## src/rtl/btn_cond.sv

```systemverilog
// btn_cond: five-channel push-button conditioner.
// Each raw button goes through a 2-flop synchroniser and a counter-based
// debouncer. Accepted presses give a single-cycle pulse. The centre button
// also gives a single long-press pulse after LONG_CYC hold cycles.
// Optional feature macro: BTN_REPEAT_EN. When it is defined, the up and down
// channels also auto-repeat: a first pulse after REP_DLY hold cycles, then one
// every REP_PER cycles while the button is held. When it is undefined, no
// repeat logic is built.
// Channel index map (matches btn_lvl): 4 = centre, 3 = left, 2 = right,
// 1 = up, 0 = down.
module btn_cond #(
    parameter int unsigned DB_CYC   = 2000000,
    parameter int unsigned LONG_CYC = 150000000,
    parameter int unsigned REP_DLY  = 50000000,
    parameter int unsigned REP_PER  = 15000000
) (
    input  logic       clk,
    input  logic       rst,
    input  logic       bt,
    input  logic       l_bt,
    input  logic       r_bt,
    input  logic       u_bt,
    input  logic       d_bt,
    output logic       bt_p,
    output logic       l_p,
    output logic       r_p,
    output logic       u_p,
    output logic       d_p,
    output logic       bt_long,
    output logic [4:0] btn_lvl,
    output logic       any_p
);

    localparam int unsigned NCH  = 5;
    localparam int unsigned CH_C = 4;

    // The debounce counter only has to reach DB_CYC-1 before the toggle.
    localparam int unsigned DB_W = (DB_CYC > 1) ? $clog2(DB_CYC + 1) : 1;
    localparam logic [DB_W-1:0] DB_LAST = DB_W'(DB_CYC - 1);

    // The hold counter must pass every threshold compared against it, and
    // then saturate strictly above it, so each equality fires once per press.
    localparam int unsigned HOLD_MAX_A = (LONG_CYC > REP_DLY) ? LONG_CYC : REP_DLY;
    localparam int unsigned HOLD_MAX   = (HOLD_MAX_A > REP_PER) ? HOLD_MAX_A : REP_PER;
    localparam int unsigned HOLD_W     = $clog2(HOLD_MAX + 2);
    localparam logic [HOLD_W-1:0] HOLD_SAT = '1;
    localparam logic [HOLD_W-1:0] LONG_V   = HOLD_W'(LONG_CYC);

`ifdef BTN_REPEAT_EN
    localparam int unsigned REP_W = $clog2(REP_PER + 1);
    localparam logic [HOLD_W-1:0] REP_DLY_V = HOLD_W'(REP_DLY);
    localparam logic [REP_W-1:0]  REP_PER_V = REP_W'(REP_PER);
`endif

    logic [NCH-1:0]    raw;
    logic [NCH-1:0]    sync1_q;
    logic [NCH-1:0]    sync2_q;
    logic [NCH-1:0]    lvl_v;
    logic [NCH-1:0]    pulse_v;
    logic [HOLD_W-1:0] hold_c;
    logic              long_q;
    logic              long_d;

    assign raw = {bt, l_bt, r_bt, u_bt, d_bt};

    // Two-flop synchroniser on every raw input; nothing else sees raw.
    always_ff @(posedge clk or negedge rst) begin
        if (!rst) begin
            sync1_q <= '0;
            sync2_q <= '0;
        end else begin
            sync1_q <= raw;
            sync2_q <= sync1_q;
        end
    end

    for (genvar i = 0; i < NCH; i++) begin : g_ch
        logic              lvl_q;
        logic              lvl_d;
        logic [DB_W-1:0]   db_q;
        logic [DB_W-1:0]   db_d;
        logic [HOLD_W-1:0] hold_q;
        logic [HOLD_W-1:0] hold_d;
        logic              press_hit;
        logic              rep_hit;
        logic              pulse_q;
        logic              pulse_d;

        // Debounce: count cycles of disagreement, flip the level on the
        // DB_CYC-th one, and restart the count whenever input and level agree.
        always_comb begin
            lvl_d = lvl_q;
            db_d  = '0;
            if (sync2_q[i] != lvl_q) begin
                if (db_q == DB_LAST) begin
                    lvl_d = !lvl_q;
                end else begin
                    db_d = db_q + 1'b1;
                end
            end
        end

        // Hold counter: zero in the cycle right after a press is accepted,
        // counts up while held, saturates, and clears once the level drops.
        always_comb begin
            hold_d = '0;
            if (lvl_q) begin
                hold_d = (hold_q == HOLD_SAT) ? hold_q : hold_q + 1'b1;
            end
        end

        // A set level with a zero hold count only occurs in the cycle right
        // after acceptance, so this marks each new press exactly once.
        assign press_hit = lvl_q && (hold_q == '0);

`ifdef BTN_REPEAT_EN
        if (i < 2) begin : g_rep
            logic [REP_W-1:0] rep_q;
            logic [REP_W-1:0] rep_d;
            logic             act_q;
            logic             act_d;
            logic             hit;

            // Auto-repeat: first hit at REP_DLY hold cycles. After that, the
            // period counter takes over, because the hold counter saturates.
            always_comb begin
                hit   = lvl_q && ((hold_q == REP_DLY_V) || (act_q && (rep_q == REP_PER_V)));
                rep_d = rep_q;
                act_d = act_q;
                if (!lvl_q) begin
                    rep_d = '0;
                    act_d = 1'b0;
                end else if (hit) begin
                    rep_d = REP_W'(1);
                    act_d = 1'b1;
                end else if (act_q) begin
                    rep_d = rep_q + 1'b1;
                end
            end

            // Repeat period state.
            always_ff @(posedge clk or negedge rst) begin
                if (!rst) begin
                    rep_q <= '0;
                    act_q <= 1'b0;
                end else begin
                    rep_q <= rep_d;
                    act_q <= act_d;
                end
            end

            assign rep_hit = hit;
        end else begin : g_norep
            assign rep_hit = 1'b0;
        end
`else
        assign rep_hit = 1'b0;
`endif

        assign pulse_d = press_hit | rep_hit;

        // Per-channel debounce, hold and pulse registers.
        always_ff @(posedge clk or negedge rst) begin
            if (!rst) begin
                lvl_q   <= 1'b0;
                db_q    <= '0;
                hold_q  <= '0;
                pulse_q <= 1'b0;
            end else begin
                lvl_q   <= lvl_d;
                db_q    <= db_d;
                hold_q  <= hold_d;
                pulse_q <= pulse_d;
            end
        end

        assign lvl_v[i]   = lvl_q;
        assign pulse_v[i] = pulse_q;

        if (i == CH_C) begin : g_centre
            assign hold_c = hold_q;
        end
    end

    // The hold counter passes LONG_CYC only once per press, so this fires once.
    always_comb begin
        long_d = lvl_v[CH_C] && (hold_c == LONG_V);
    end

    // Long-press pulse register.
    always_ff @(posedge clk or negedge rst) begin
        if (!rst) begin
            long_q <= 1'b0;
        end else begin
            long_q <= long_d;
        end
    end

    assign btn_lvl = lvl_v;
    assign bt_p    = pulse_v[4];
    assign l_p     = pulse_v[3];
    assign r_p     = pulse_v[2];
    assign u_p     = pulse_v[1];
    assign d_p     = pulse_v[0];
    assign bt_long = long_q;
    assign any_p   = |pulse_v;

endmodule
```

## config.mk

```make
export PLATFORM = sky130hd
export DESIGN_NAME = btn_cond
export DESIGN_NICKNAME = d
export VERILOG_FILES = /design/src/rtl/btn_cond.sv
export SDC_FILE = /design/constraint.sdc
export NUM_CORES = 1
export LEC_CHECK = 0
export ABC_AREA = 1
export CORE_MARGIN = 3
export CORE_UTILIZATION = 45
export DETAILED_ROUTE_END_ITERATION = 6
export PLACE_DENSITY = 0.61
export SYNTH_ARGS = -nofsm -noshare
export SYNTH_HDL_FRONTEND = slang
export SYNTH_SLANG_ARGS = --single-unit
```

## constraint.sdc

```tcl
create_clock -name clk -period 1.9 [get_ports clk]
set_input_delay 0.285 -clock clk [delete_from_list [all_inputs] [get_ports clk]]
set_output_delay 0.285 -clock clk [all_outputs]
set_load 0.005 [all_outputs]
```

---- Yosys cells after proc, flatten, opt, wreduce, memory -nomap -nowiden ----
Index checks and enable logic that the tools add are counted.
W data, S select, Z words.
word-level totals
  input bits .............................. 7
  bits in writable memories ............... 0
  output and inout bits ................... 12
  memories ................................ 0
  word-level logic and storage cells ...... 96
  register bits after elaboration ......... 266
  latch bits .............................. 0
  memory bits (read-only) ................. 0
cells by class
  $mul .................................... 0
  $add $sub $neg .......................... 10
  shift operators ......................... 0
  order comparisons ....................... 0
  mux-type cells .......................... 20
  reductions and logical operators ........ 22
  equality and inequality tests ........... 21
  divide/modulo/power cells ............... 0
  bitwise gates (word level) .............. 0
operators by type and width
  cell                     number
  $mux W28                 10
  $mux W21                 10
  $eq A28 B28 Y1 const B   6
  $add A28 B1 Y28 const B  5
  $logic_not A28 Y1        5
  $add A21 B1 Y21 const B  5
  $eq A21 B21 Y1 const B   5
  $ne A2 B2 Y1 const B     5
  $reduce_and A2 Y1        5
  $logic_and A1 B1 Y1      6
  $logic_not A1 Y1         5
  $ne A1 B1 Y1             5
  $reduce_or A5 Y1         1

---- Depth between registers and ports, before layout ----
Gate-level depths: netlist (run 1).
  depth after elaboration ................. 3
  mapped depth ............................ 10
  mapped depth without buffers ............ 10

---- Least setup slack after synthesis (run 1) ----
OpenSTA, ideal clock, no wires.
  path kind ............................... flip-flop to flip-flop
  from .................................... register g_ch[4].hold_q[0]
  to ...................................... register g_ch[4].hold_q[18]
  setup time .............................. 0.065 ns
  cell stages (with the launch flop) ...... 9
  slack ................................... 0.366 ns
  buffers on the path ..................... 1
  period minus slack after synthesis ...... 1.534 ns
  data required time ...................... 1.835 ns
  arrival time ............................ 1.469 ns
  path through ............................ dfrtp_1 -> ha_1 -> nand2_2 -> nor2_4 -> nand2_2 -> nor2_4 -> nand3_4 -> buf_6 -> nand2_1
between the ends
  word-level cells in the longest chain between the ends .. 3
  elaborated cells between the ends (all ways) .. 5
  those cells by class .................... add/sub (1); eq/ne (2); mux (2)
RTL lines
  element                   RTL line  RTL
  start: declaration        82        logic [HOLD_W-1:0] hold_q;
  start signal: assignment  172       hold_q <= hold_d;
  $add A28 B1 Y28           108       hold_d = (hold_q == HOLD_SAT) ? hold_q : hold_q + 1'b1;
  $mux W28                  108
  $mux W28                  107       if (lvl_q) begin
Several ways; a longest one is shown, not always the timed one. The select of a mux whose other input is x is not followed.
A chain may end at the register's enable or synchronous reset.

---- Worst setup path in the final report (run 1) ----
  from .................................... register g_ch[3].lvl_q
  to ...................................... output port btn_lvl[3]
RTL lines
  element                   RTL line  RTL
  start: declaration        78        logic lvl_q;
  start signal: assignment  170       lvl_q <= lvl_d;
  end: declaration          30        output logic [4:0] btn_lvl,
No word-level cell between the ends.

==> impl_metrics.toml, run 1 <==
[route]
viasPerCell = 5.11
drtIter0Drc = 926
wirelength_um = 38700
via_count = 14300
ant_nets = 0
drt-pass1-iter-count = 5
drc_errors = 0
wl_per_cell_um = 13.8

[logic_synthesis]
synth_edf_count = 0
netlist_instances = 2252
synth_seq_cells = 266
ys_seq_area_share_pct = 42.6
async_reset_ff_share_pct = 100
syn_avg_cell_area_sq_um = 6.94
yosysWarnings = 0
syn-cell-area_sq_um = 15600
synth_flop_cell = "dfrtp_1"
synth_cell_types = 36
synth_nets = 2274

[power_and_ir_drop]
vdd_ir_drop_max_mv = 0.680
leakage_nw = 8.10
power_mw = 12.2
power_density_nw_per_um2 = 685

[clocking]
clk_path_buf_depth = 3
clock-root-buffer = "clkbuf_16"
clk_latency_ns = 0.53
htreeDepth = 2
clk_pin_slew_worst_paths_ns = 0.05
cts_sinks = 266
cts_tree = "yes"
cts_buffers = 34

[critical_path]
critPathRequiredTime_ns = 1.62
cp-start-kind = "register"
cp.arrival_ns = 1.53
path_cells = "clkdlybuf4s50_1"
critPathMaxFanout = 6
criticalPathCategory = "reg2out"
slowest_stage = "clkdlybuf4s50_1"
worstPathBufferInverterCount = 1
critical_path.max_stage_delay_ns = 0.54
worst_path_dominant_cell_family = "buffers and inverters"
critPathCaptureType = "primary output"

[placement]
port_buffers = 18
place.gp.congestion = 0.951
detailed_place_hpwl_um = 28400

[floorplanning]
dieHeight_um = 192
ios = 19
core_sq_um = 33900
rows = 67
die_x_um = 192
die-area_sq_um = 37000
initial_core_util_pct = 46.2

[finish]
drive_above_1_share_pct = 8.83
multi_input_area_sq_um = 8020
ff_latch_area_sq_um = 6660
final_util_pct = 52.5
syn2layout_area_growth_pct = 13.6
fill_cells = 3351
final_nets = 2356
diodes = 0

[timing]
post-route-period-util_pct = 95.8
fmax_mhz = 549
fin_worst_skew_ns = 0.0281
finalSetupViolCount = 0
fin_crit_ns = 1.82
max-slew-margin-rel_pct = 64.3
final_hold_viol_count = 0
hold_slack_ns = 0.203
drv_slew = 0
tns_ns = 0
worst_slew_pin_slew_ns = 0.531

[run]
maxCapViolCount = 0

[global_routing]
overflow = 0
grt_pass1_vias = 13700
track_usage_pct = 21.4
grt_start_max_net_pins = 59
antenna_found_initial = 0
grt_pass1_wl_um = 66000

[status]
status = "completed"

[min_path]
hold_path.class = "in2reg"
==> cells in the mapped netlist, types with 3 or more instances <==
| cell type | instances | area (sq um) |
|---|---|---|
| a211oi_1 | 3 | 22.5 |
| a21oi_1 | 26 | 130 |
| a31o_2 | 3 | 26.3 |
| a31oi_1 | 6 | 37.5 |
| buf_1 | 10 | 37.5 |
| buf_2 | 6 | 30.0 |
| buf_4 | 5 | 37.5 |
| buf_6 | 10 | 113 |
| dfrtp_1 | 266 | 6660 |
| ha_1 | 15 | 188 |
| inv_1 | 207 | 777 |
| nand2_1 | 727 | 2730 |
| nand2_2 | 11 | 68.8 |
| nand3_1 | 218 | 1090 |
| nand3_4 | 5 | 87.6 |
| nand3b_1 | 5 | 37.5 |
| nand4_1 | 46 | 288 |
| nor2_1 | 452 | 1700 |
| nor2_2 | 14 | 87.6 |
| nor2_4 | 13 | 146 |
| nor3_1 | 43 | 215 |
| nor4_1 | 25 | 156 |
| o21ai_0 | 25 | 125 |
| o21bai_1 | 6 | 45.0 |
| o31ai_1 | 10 | 75.1 |
| or2_2 | 42 | 263 |
| xnor2_1 | 18 | 158 |
| xor2_1 | 23 | 201 |
==> cell families (layout without fill, tap and decap cells) <==
group	count (synthesis)	in the layout	share of synthesized area, %
AOI/OAI and AO/OA	84	84	3.18
xor gates and xnor gates	43	43	2.50
adders and majority gates	15	15	1.20
buffers and inverters	239	340	6.39
DFF	266	266	42.6
and+or+nand+nor	1605	1608	44.2
==> cell usage in the layout (no fill, tap or decap), types with 3 or more instances in the layout <==
cell type        Yosys  layout
nand2_1            727     727
nor2_1             452     452
dfrtp_1            266     262
nand3_1            218     218
inv_1              207     207
buf_4                5      52
nand4_1             46      46
nor3_1              43      43
or2_2               42      42
clkbuf_16            0      35
a21oi_1             26      26
nor4_1              25      25
o21ai_0             25      24
xor2_1              23      23
xnor2_1             18      18
ha_1                15      15
clkdlybuf4s50_1      0      15
nor2_2              14      14
nor2_4              13      13
nand2_2             11      11
o31ai_1             10      10
clkbuf_1             1       7
a31oi_1              6       6
o21bai_1             6       6
nand3_4              5       6
nand3b_1             5       5
clkbuf_8             0       5
nand3_2              2       4
clkinv_2             0       4
clkinvlp_4           0       4
dfrtp_2              0       4
buf_12               0       4
a211oi_1             3       3
a31o_2               3       3
==> final timing paths <==
kind	start	cells after the start	end	slack (ns)
min in group asynchronous	rst	2	g_ch[2].hold_q[16]	0.26
setup / recovery	g_ch[3].lvl_q	1	btn_lvl[3]	0.08
max in group asynchronous	rst	3	g_ch[0].lvl_q	0.95
setup reg to reg	g_ch[1].hold_q[0]	7	g_ch[1].hold_q[23]	0.12
hold reg to reg	sync1_q[2]	0	sync2_q[2]	0.35
hold / removal	l_bt	1	sync1_q[3]	0.20
==> final cells by class <==
cell class / count / area share, %
multi-input combinational: 1750 / 45.1
sequential: 266 / 37.5
clock buffer: 47 / 5.47
inverter: 207 / 4.37
timing repair buffer: 75 / 3.73
tap: 448 / 3.16
clock inverter: 11 / 0.634
==> routing by layer <==
metal,wire (um),up-vias,GRT usage (%)
li1,-,7335,-
met1,18300,6613,29.7
met2,17900,305,35.5
met3,1540,71,2.45
met4,950,0,6.22
met5,0,-,0
==> through the flow <==
step,std cells,setup slack [ns],cell area (sq um)
2_1_floorplan,2252,0.366,15600
3_3_place_gp,2738,0.137,16600
3_5_place_dp,2738,0.0895,16600
4_1_cts,2797,0.0265,17700
5_1_grt,2804,-0.0000386,17800
6_report,2804,0.0802,17800
==> worst reg2reg max path: stages, from the launching register on <==
cell and delay, ns:
dfrtp_1 0.41, ha_1 0.19, nand2_1 0.10, nor2_4 0.18, nand2_2 0.12, nor2_4 0.23, nand3_2 0.32, nand2_1 0.17
==> registers in the layout, summed over array words and instances, names as in the netlist <==
signal and cells:
g_ch.hold_q 140, g_ch.db_q 105, g_ch.lvl_q 5, sync1_q 5
sync2_q 5, bt_long 1, bt_p 1, d_p 1
l_p 1, r_p 1, u_p 1
==> where the power goes <==
part	switching, mW	leakage (nW)	total (mW)	internal (mW)
clock	2.46	0.520	6.18	3.72
sequential	0.0268	3.68	5.73	5.70
combinational	0.188	3.90	0.267	0.0792
==> what timing repair did <==
action | CTS | global route
hold endpoints to repair | 35 | 0
gates cloned | 0 | 3
pin swaps | 1 | 2
hold buffers | 1 | 0
setup buffers | 0 | 4
endpoints found under the setup margin | 5 | 17
gates resized for setup | 6 | 2
(Power assumes the default switching activity.)
==> inputs of run 2 (changes only) <==
CTS_CLUSTER_DIAMETER = 200   (was default)
TNS_END_PERCENT = 100   (was default)
==> results of run 2 <==
Final layout, timing and power as in run 1 (identical DEF).
